<file path="config.mk">
export PLATFORM = sky130hd
export DESIGN_NAME = divider_flat
export DESIGN_NICKNAME = d
export VERILOG_FILES = /design/src/rtl/divider_if.sv /design/src/rtl/divider.sv /design/src/flat_wrapper.sv
export SDC_FILE = /design/constraint.sdc
export NUM_CORES = 1
export LEC_CHECK = 0
export ABC_CLOCK_PERIOD_IN_PS = 3200
export BUFFER_PORTS_ARGS = -buffer_cell sky130_fd_sc_hd__buf_2
export CORE_ASPECT_RATIO = 0.9
export CORE_MARGIN = 5
export CORE_UTILIZATION = 45
export CTS_CLUSTER_SIZE = 12
export DETAILED_ROUTE_END_ITERATION = 10
export PLACE_DENSITY = 0.65
export SLEW_MARGIN = 20
export SYNTH_ARGS = -nofsm -noshare
export SYNTH_HDL_FRONTEND = slang
export SYNTH_SLANG_ARGS = --single-unit
</file>
<file path="constraint.sdc">
create_clock -name clk -period 3.2 [get_ports clk]
set_input_delay 0.48 -clock clk [delete_from_list [all_inputs] [get_ports clk]]
set_output_delay 0.48 -clock clk [all_outputs]
set_load 0.005 [all_outputs]
</file>
<file path="src/rtl/divider_if.sv">
// Handshake bundle for the sequential divider.
// The PE datapath drives the master side; the divider sits on the slave side.
interface divider_if #(
    parameter int WIDTH = 8
);
    logic             start;
    logic [WIDTH-1:0] a;
    logic [WIDTH-1:0] b;
    logic             busy;
    logic             done;
    logic [WIDTH-1:0] quotient;
    logic [WIDTH-1:0] remainder;
    logic             div_by_zero;

    modport master (
        output start,
        output a,
        output b,
        input  busy,
        input  done,
        input  quotient,
        input  remainder,
        input  div_by_zero
    );

    modport slave (
        input  start,
        input  a,
        input  b,
        output busy,
        output done,
        output quotient,
        output remainder,
        output div_by_zero
    );
endinterface

</file>
<file path="src/rtl/divider.sv">
// Restoring shift-subtract unsigned divider, one quotient bit per clock.
// Companion to the PE array multiplier; start/busy/done handshake.
module divider #(
    parameter int WIDTH = 8
) (
    input  logic     clk,
    input  logic     rst,
    divider_if.slave bus
);
    localparam logic [1:0] IDLE = 2'd0;
    localparam logic [1:0] RUN  = 2'd1;
    localparam logic [1:0] FIN  = 2'd2;
    localparam int         CW   = $clog2(WIDTH) + 1;

    logic [1:0]       state;
    logic [WIDTH-1:0] dividend;
    logic [WIDTH-1:0] divisor;
    logic [WIDTH:0]   pr;
    logic [CW-1:0]    cnt;
    logic [WIDTH-1:0] quotient_q;
    logic [WIDTH-1:0] remainder_q;
    logic             dbz_q;

    logic             accept;
    logic             zero;
    logic             last;
    logic             qbit;
    logic [WIDTH:0]   pr_sh;
    logic [WIDTH:0]   diff;
    logic [WIDTH:0]   pr_nx;
    logic [WIDTH-1:0] dvd_nx;

    // The dividend register doubles as the quotient shift register.
    always_comb begin
        accept = bus.start && (state != RUN);
        zero   = (divisor == '0);
        last   = (cnt == CW'(WIDTH - 1));
        pr_sh  = {pr[WIDTH-1:0], dividend[WIDTH-1]};
        diff   = pr_sh - {1'b0, divisor};
        qbit   = ~diff[WIDTH];
        pr_nx  = qbit ? diff : pr_sh;
        dvd_nx = {dividend[WIDTH-2:0], qbit};
    end

    always_ff @(posedge clk) begin
        if (rst) begin
            state       <= IDLE;
            dividend    <= '0;
            divisor     <= '0;
            pr          <= '0;
            cnt         <= '0;
            quotient_q  <= '0;
            remainder_q <= '0;
            dbz_q       <= 1'b0;
        end else begin
            unique case (state)
                IDLE, FIN: begin
                    if (accept) begin
                        dividend <= bus.a;
                        divisor  <= bus.b;
                        pr       <= '0;
                        cnt      <= '0;
                        dbz_q    <= 1'b0;
                        state    <= RUN;
                    end else begin
                        state <= IDLE;
                    end
                end
                RUN: begin
                    // A zero divisor skips the iterations entirely.
                    if (zero) begin
                        quotient_q  <= '1;
                        remainder_q <= dividend;
                        dbz_q       <= 1'b1;
                        state       <= FIN;
                    end else begin
                        pr       <= pr_nx;
                        dividend <= dvd_nx;
                        cnt      <= cnt + CW'(1);
                        if (last) begin
                            quotient_q  <= dvd_nx;
                            remainder_q <= pr_nx[WIDTH-1:0];
                            state       <= FIN;
                        end
                    end
                end
                default: state <= IDLE;
            endcase
        end
    end

    assign bus.busy        = (state == RUN) && !zero;
    assign bus.done        = (state == FIN);
    assign bus.quotient    = quotient_q;
    assign bus.remainder   = remainder_q;
    assign bus.div_by_zero = dbz_q;
endmodule

</file>
<file path="src/flat_wrapper.sv">
// flat-port wrapper written by rule: the top's interface ports become plain ports
module divider_flat 
#(
    parameter int WIDTH = 8
)
  (clk, rst, bus_start, bus_a, bus_b, bus_busy, bus_done, bus_quotient, bus_remainder, bus_div_by_zero);
  divider_if #(.WIDTH(WIDTH)) bus_i ();
  input  logic clk;
  input  logic rst;
  input wire logic [$bits(bus_i.start)-1:0] bus_start;
  input wire logic [$bits(bus_i.a)-1:0] bus_a;
  input wire logic [$bits(bus_i.b)-1:0] bus_b;
  output wire logic [$bits(bus_i.busy)-1:0] bus_busy;
  output wire logic [$bits(bus_i.done)-1:0] bus_done;
  output wire logic [$bits(bus_i.quotient)-1:0] bus_quotient;
  output wire logic [$bits(bus_i.remainder)-1:0] bus_remainder;
  output wire logic [$bits(bus_i.div_by_zero)-1:0] bus_div_by_zero;
  assign bus_i.start = bus_start;
  assign bus_i.a = bus_a;
  assign bus_i.b = bus_b;
  assign bus_busy = bus_i.busy;
  assign bus_done = bus_i.done;
  assign bus_quotient = bus_i.quotient;
  assign bus_remainder = bus_i.remainder;
  assign bus_div_by_zero = bus_i.div_by_zero;
  divider #(.WIDTH(WIDTH)) u_core (.clk(clk), .rst(rst), .bus(bus_i));
endmodule
</file>
After elaboration in Yosys (flattened, before gate mapping)

Index checks and enable logic that the tools add are counted.

Equality and inequality tests: 8
Muxes and demuxes: 21
$add $sub $neg: 2
Reductions and logical operators: 12
Bitwise logic cells: 1

Operators by type and width:

| kind                                                            | number |
|---|---|
| 8-bit 2-to-1 mux                                                | 9 |
| 8-bit one-hot mux with 2 select lines                           | 2 |
| 9-bit by 8-bit subtractor with 9-bit output                     | 1 |
| 8-bit zero test                                                 | 1 |
| 4-bit 2-to-1 mux                                                | 2 |
| 4-bit one-hot mux with 2 select lines                           | 1 |
| 2-bit by 1-bit != test with 1-bit output, second input constant | 3 |
| 3-bit AND reduction                                             | 2 |
| 4-bit by 1-bit adder with 4-bit output, second input constant   | 1 |
| 4-bit by 3-bit == test with 1-bit output, second input constant | 1 |
| 2-bit 2-to-1 mux                                                | 2 |
| 2-bit one-hot mux with 2 select lines                           | 1 |
| 2-bit AND reduction                                             | 2 |
| 2-bit nonzero test                                              | 2 |
| 1-bit 2-to-1 mux                                                | 3 |
| 3-bit by 1-bit != test with 1-bit output, second input constant | 1 |
| 2-bit by 1-bit == test with 1-bit output, second input constant | 1 |
| 2-bit == test, second input constant                            | 1 |
| 1-bit logical AND                                               | 2 |
| 2-bit zero test                                                 | 1 |
| 2-bit != test, second input constant                            | 1 |
| 1-bit one-hot mux with 2 select lines                           | 1 |
| 2-bit OR reduction                                              | 1 |
| 1-bit zero test                                                 | 1 |
| 1-bit NOT                                                       | 1 |

Logic and storage cells: 52
Flip-flop bits (word level): 47
Input port bits: 19
Output and inout port bits: 19

Depth between registers and ports, before layout

Depth after elaboration: 4
Depth in mapped cells: 10
Mapped depth without buffers: 9

Least setup slack after synthesis

OpenSTA, ideal clock, no wires.

Kind: flip-flop to flip-flop
From: register u_core.dividend[7]
To: register u_core.dividend[0]
Cell stages (with the launch flop): 11
Data arrival time: 2.173 ns
Setup slack: 0.948 ns
Required time: 3.121 ns
Clock period less this slack: 2.252 ns
Buffers on the path: 1
Library setup time: 0.079 ns
Path through: dfxtp_1 inv_1 ha_1 inv_1 fa_1 a211oi_4 o211ai_2 a211oi_4 buf_6 nand2_4 a211oi_2

Cells in the longest elaborated chain, start to end: 4

RTL lines:

| item                                        | RTL line      | text |
|---|---|---|
| start, declared                             | divider.sv:16 | `logic [WIDTH-1:0] dividend;` |
| start signal, assigned                      | divider.sv:59 | `dividend <= bus.a;` |
| start signal, assigned                      | divider.sv:78 | `dividend <= dvd_nx;` |
| 9-bit by 8-bit subtractor with 9-bit output | divider.sv:39 | `diff = pr_sh - {1'b0, divisor};` |
| 1-bit NOT                                   | divider.sv:40 | `qbit = ~diff[WIDTH];` |
| 8-bit 2-to-1 mux                            | divider.sv:71 | `if (zero) begin` |
| 8-bit one-hot mux with 2 select lines       | divider.sv:56 | `unique case (state)` |

No other way between the ends. The select of a mux whose other input is x is not followed.
A chain may end at the register's enable or synchronous reset.

Worst setup path in the final report

From: register u_core.dividend[7]
To: register u_core.remainder_q[2] (netlist: u_core.bus.remainder[2])

Cells in the longest elaborated chain, start to end: 4

RTL lines:

| item                                        | RTL line      | text |
|---|---|---|
| 9-bit by 8-bit subtractor with 9-bit output | divider.sv:39 |  |
| 8-bit 2-to-1 mux                            | divider.sv:41 | `pr_nx = qbit ? diff : pr_sh;` |
| 8-bit 2-to-1 mux                            | divider.sv:80 | `if (last) begin` |
| 8-bit 2-to-1 mux                            | divider.sv:71 |  |
| end signal, assigned                        | divider.sv:73 | `remainder_q <= dividend;` |
| end signal, assigned                        | divider.sv:82 | `remainder_q <= pr_nx[WIDTH-1:0];` |
| end, declared                               | divider.sv:21 | `logic [WIDTH-1:0] remainder_q;` |

No other way between the ends. The select of a mux whose other input is x is not followed.

==> results by group <==
Critical path
  • Arrival time at the worst endpoint: 2770 ps
  • Maximum single-stage delay on the critical path: 430 ps
  • Worst-path maximum fanout: 13
  • Critical path class: flop to flop
  • Startpoint type of the worst setup path: flop
  • Critical path's slowest cell: sky130_fd_sc_hd__fa_1
  • Most frequent cell on the critical path: sky130_fd_sc_hd__inv_1
  • Worst path cell trace: inv_1 -> ha_1 -> inv_1 -> fa_1 -> a211oi_4 -> o211a_1 -> o211ai_2 -> a211o_1 -> a31oi_1
  • Launching point of the worst reg2reg path: u_core.dividend[7]
  • CP startpoint: u_core.dividend[7]
  • Worst setup EP type: flop
  • Data required time of the worst path: 3430 ps

Synth
  • Commonest cells post-synth: 51 x sky130_fd_sc_hd__nand2_1, 47 x sky130_fd_sc_hd__dfxtp_1, 33 x sky130_fd_sc_hd__nor2_1
  • Top cell type by total area after synthesis: sky130_fd_sc_hd__dfxtp_1
  • Largest family of logic cells by synthesized area: compound AO/OA/AOI/OAI gates
  • Area share of the leading cell type in the synthesized netlist: 0.348
  • Number of synthesized flops with an enable pin: 0
  • Yosys reg bits: 47
  • Syn_area_per_cell: 8.00 sq um
  • Total of warnings raised by yosys: 0
  • Proportion of synthesized flip-flops having asynchronous set or reset: 0
  • Top_reg_cell synth: sky130_fd_sc_hd__dfxtp_1
  • Library cells used by synthesis: 59
  • Count of mapped cells out of synthesis: 338
  • Synth area leaders: sky130_fd_sc_hd__dfxtp_1 35%, sky130_fd_sc_hd__nand2_1 7.1%, sky130_fd_sc_hd__a21oi_1 5.4%
  • Most common cell in the netlist: sky130_fd_sc_hd__nand2_1
  • Proportion of synthesized chip area in sequential cells: 0.348
  • Parity-gate share of the synthesized area counting xor and xnor cells: 0.0194
  • Mapped cell area: 0.00270 sq mm
  • Simple logic cell fraction of the synthesized area: 0.246
  • Adder-Cell Fraction of Synth Area: 0.0491
  • Synth Area in Compound Gates: 0.267
  • Proportion of synthesized area in mux cells: 0.00740
  • Net Count, Synth: 367

Finish
  • Fraction of layout cells with a size suffix above 1: 0.174
  • Number of antenna diodes: 0
  • Final-stage net count: 397
  • Area growth syn-to-layout: 11.6%
  • Fin util: 0.524

Pwr
  • Internal cell power: 1.09 mW
  • Static leakage: 1.24 nW
  • Clock Power Share: 0.247
  • Worst vdd rail ir drop: 257 uV
  • Switching power: 0.624 mW
  • Switching part of the total power: 0.364
  • Power per cell area: 568 mW/mm^2
  • Combinational power share: 0.354
  • Sequential power share: 0.399

Clocking
  • CTS tree: yes
  • Clock latency on the worst-skew pair: 300 ps
  • Inserted Clock Buffers: 5
  • CTS Root Buffer Type: sky130_fd_sc_hd__clkbuf_8
  • Register clock-pin slew on the reported worst setup and hold paths: 80 ps
  • Resized cells post-CTS: 0
  • Number of sinks driven by the clock tree: 47
  • Clk buf depth: 2
  • Htree depth: 2
  • Number of hold buffers added after CTS: 0
  • Count of buffers added by post-CTS timing repair for setup: 0

Die
  • Area enclosed by the die boundary: 0.00766 sq mm
  • Width of the chip: 91.7 um
  • Initial Util: 0.470
  • Area inside the core boundary: 0.00576 sq mm
  • Core Rows: 26
  • Die H: 83.5 um
  • Top-level port count: 38

STA
  • Worst Clk Skew: 8.08 ps
  • Worst hold margin: 414 ps
  • Crit path time final: 2540 ps
  • Share of the clock period used by the worst path: 0.794
  • Worst max-slew margin expressed relative to the limit: 0.484
  • Setup violations, final: 0
  • RSZ-0062 raised after global routing: false
  • Highest attainable clock frequency: 0.393 GHz
  • Total Negative Setup Slacks: 0 ps
  • Count of final hold-check violations: 0
  • Slew of the pin with the lowest slew margin: 764 ps
  • Fin. max-slew vios: 0

Route
  • Total number of vias: 2562
  • Detailed Route WL: 6990 um
  • DR pass1 iterations: 5
  • Final routed wire length divided by cell count: 16.0 um
  • DRC viols: 0
  • Via density per instance: 5.85
  • Initial detailed-routing violation count: 198
  • Detail Route Antenna Nets: 0

Global route
  • Number of antenna violations at the first check in global routing: 0
  • Pin count of the biggest net entering global routing: 26
  • Grt ovf: 0
  • Combined global-route utilization of all metal layers: 0.181
  • Number of global-route vias before repair: 2282
  • Global-route wire length before repair: 11400 um

Job
  • Max cap viols: 0

Placement
  • HPWL reported at the end of detailed placement: 5270 um
  • Routability-driven placement congestion ratio: 0.824
  • Port bufs: 37

Worst hold path
  • Type of the most critical hold path: primary input to flop
  • Hold Crit Start: bus_b[3]

Status
  • Run status: finished clean
[cells by family after synthesis]
| group | Yosys count |
|---|---|
| AO/OA/AOI/OAI | 99 |
| buffers and inverters | 35 |
| AND/OR/NAND/NOR | 139 |
| XOR/XNOR | 6 |
| adder cells (fa/ha/maj) | 10 |
| multiplexers | 2 |
| flip-flops | 47 |
[cell usage in the layout, fill, tap and decap left out, types with 10 or more instances in the layout]
cell                      count
sky130_fd_sc_hd__nand3_1     10
sky130_fd_sc_hd__a21oi_1     29
sky130_fd_sc_hd__nand4_1     11
sky130_fd_sc_hd__o21ai_0     17
sky130_fd_sc_hd__nand2_1     51
sky130_fd_sc_hd__dfxtp_1     47
sky130_fd_sc_hd__nor3_1      11
sky130_fd_sc_hd__buf_2       37
sky130_fd_sc_hd__nor2_1      33
sky130_fd_sc_hd__inv_1       13
[power groups by stage]
stage	combinational [mW]	clock [mW]	sequential [mW]
floorplan	0.484	0	0.685
global placement	0.596	0	0.695
detailed placement	0.605	0	0.697
CTS	0.607	0.429	0.683
global route	0.668	0.457	0.692
finish	0.608	0.424	0.684
[per-layer routing]
metal | GRT usage | routed length [um]
met5 | 0 | 0
met4 | 0.0526 | 113
met3 | 0.0406 | 550
met2 | 0.261 | 2980
met1 | 0.266 | 3350
[final cells by class]
class | count | area (sq um)
fill | 567 | 2740
sequential | 47 | 941
timing repair buffer | 45 | 245
tap | 70 | 87.6
multi-input combinational | 256 | 1590
clock inverter | 1 | 30.0
clock buffer | 6 | 72.6
inverter | 13 | 48.8
[critical path: cells and delay by family (launching register included)]
family	cells	cell delay, ps
buffers and inverters	2	140
AOI/OAI and AO/OA	5	1420
adders and majority gates	2	590
DFF	1	330
[sequential cells by signal, summed over array words and instances, names as in the netlist]
register / flops
u_core.bus.div_by_zero: 1
u_core.bus.quotient: 8
u_core.bus.remainder: 8
u_core.cnt: 4
u_core.dividend: 8
u_core.divisor: 8
u_core.pr: 8
u_core.state: 2
[path summary, 6_finish.rpt]
kind / endpoint / slack (ps) / cells past startpoint
worst max-delay path: u_core.bus.remainder[2] / 660 / 9
worst min register to register: u_core.cnt[1] / 480 / 2
worst min-delay path: u_core.divisor[3] / 410 / 3
worst max register to register: u_core.bus.remainder[2] / 660 / 9
[metrics by stage]
| stage | cells | area [sq um] | setup slack (ps) | total power [mW] |
|---|---|---|---|---|
| after global routing | 438 | 3020 | 470 | 1.82 |
| after CTS | 438 | 3020 | 657 | 1.72 |
| final | 438 | 3020 | 658 | 1.72 |
| after floorplan | 338 | 2700 | 948 | 1.17 |
| after detailed placement | 431 | 2920 | 670 | 1.30 |
| after global placement | 431 | 2920 | 752 | 1.29 |
(Power assumes the default switching activity.)
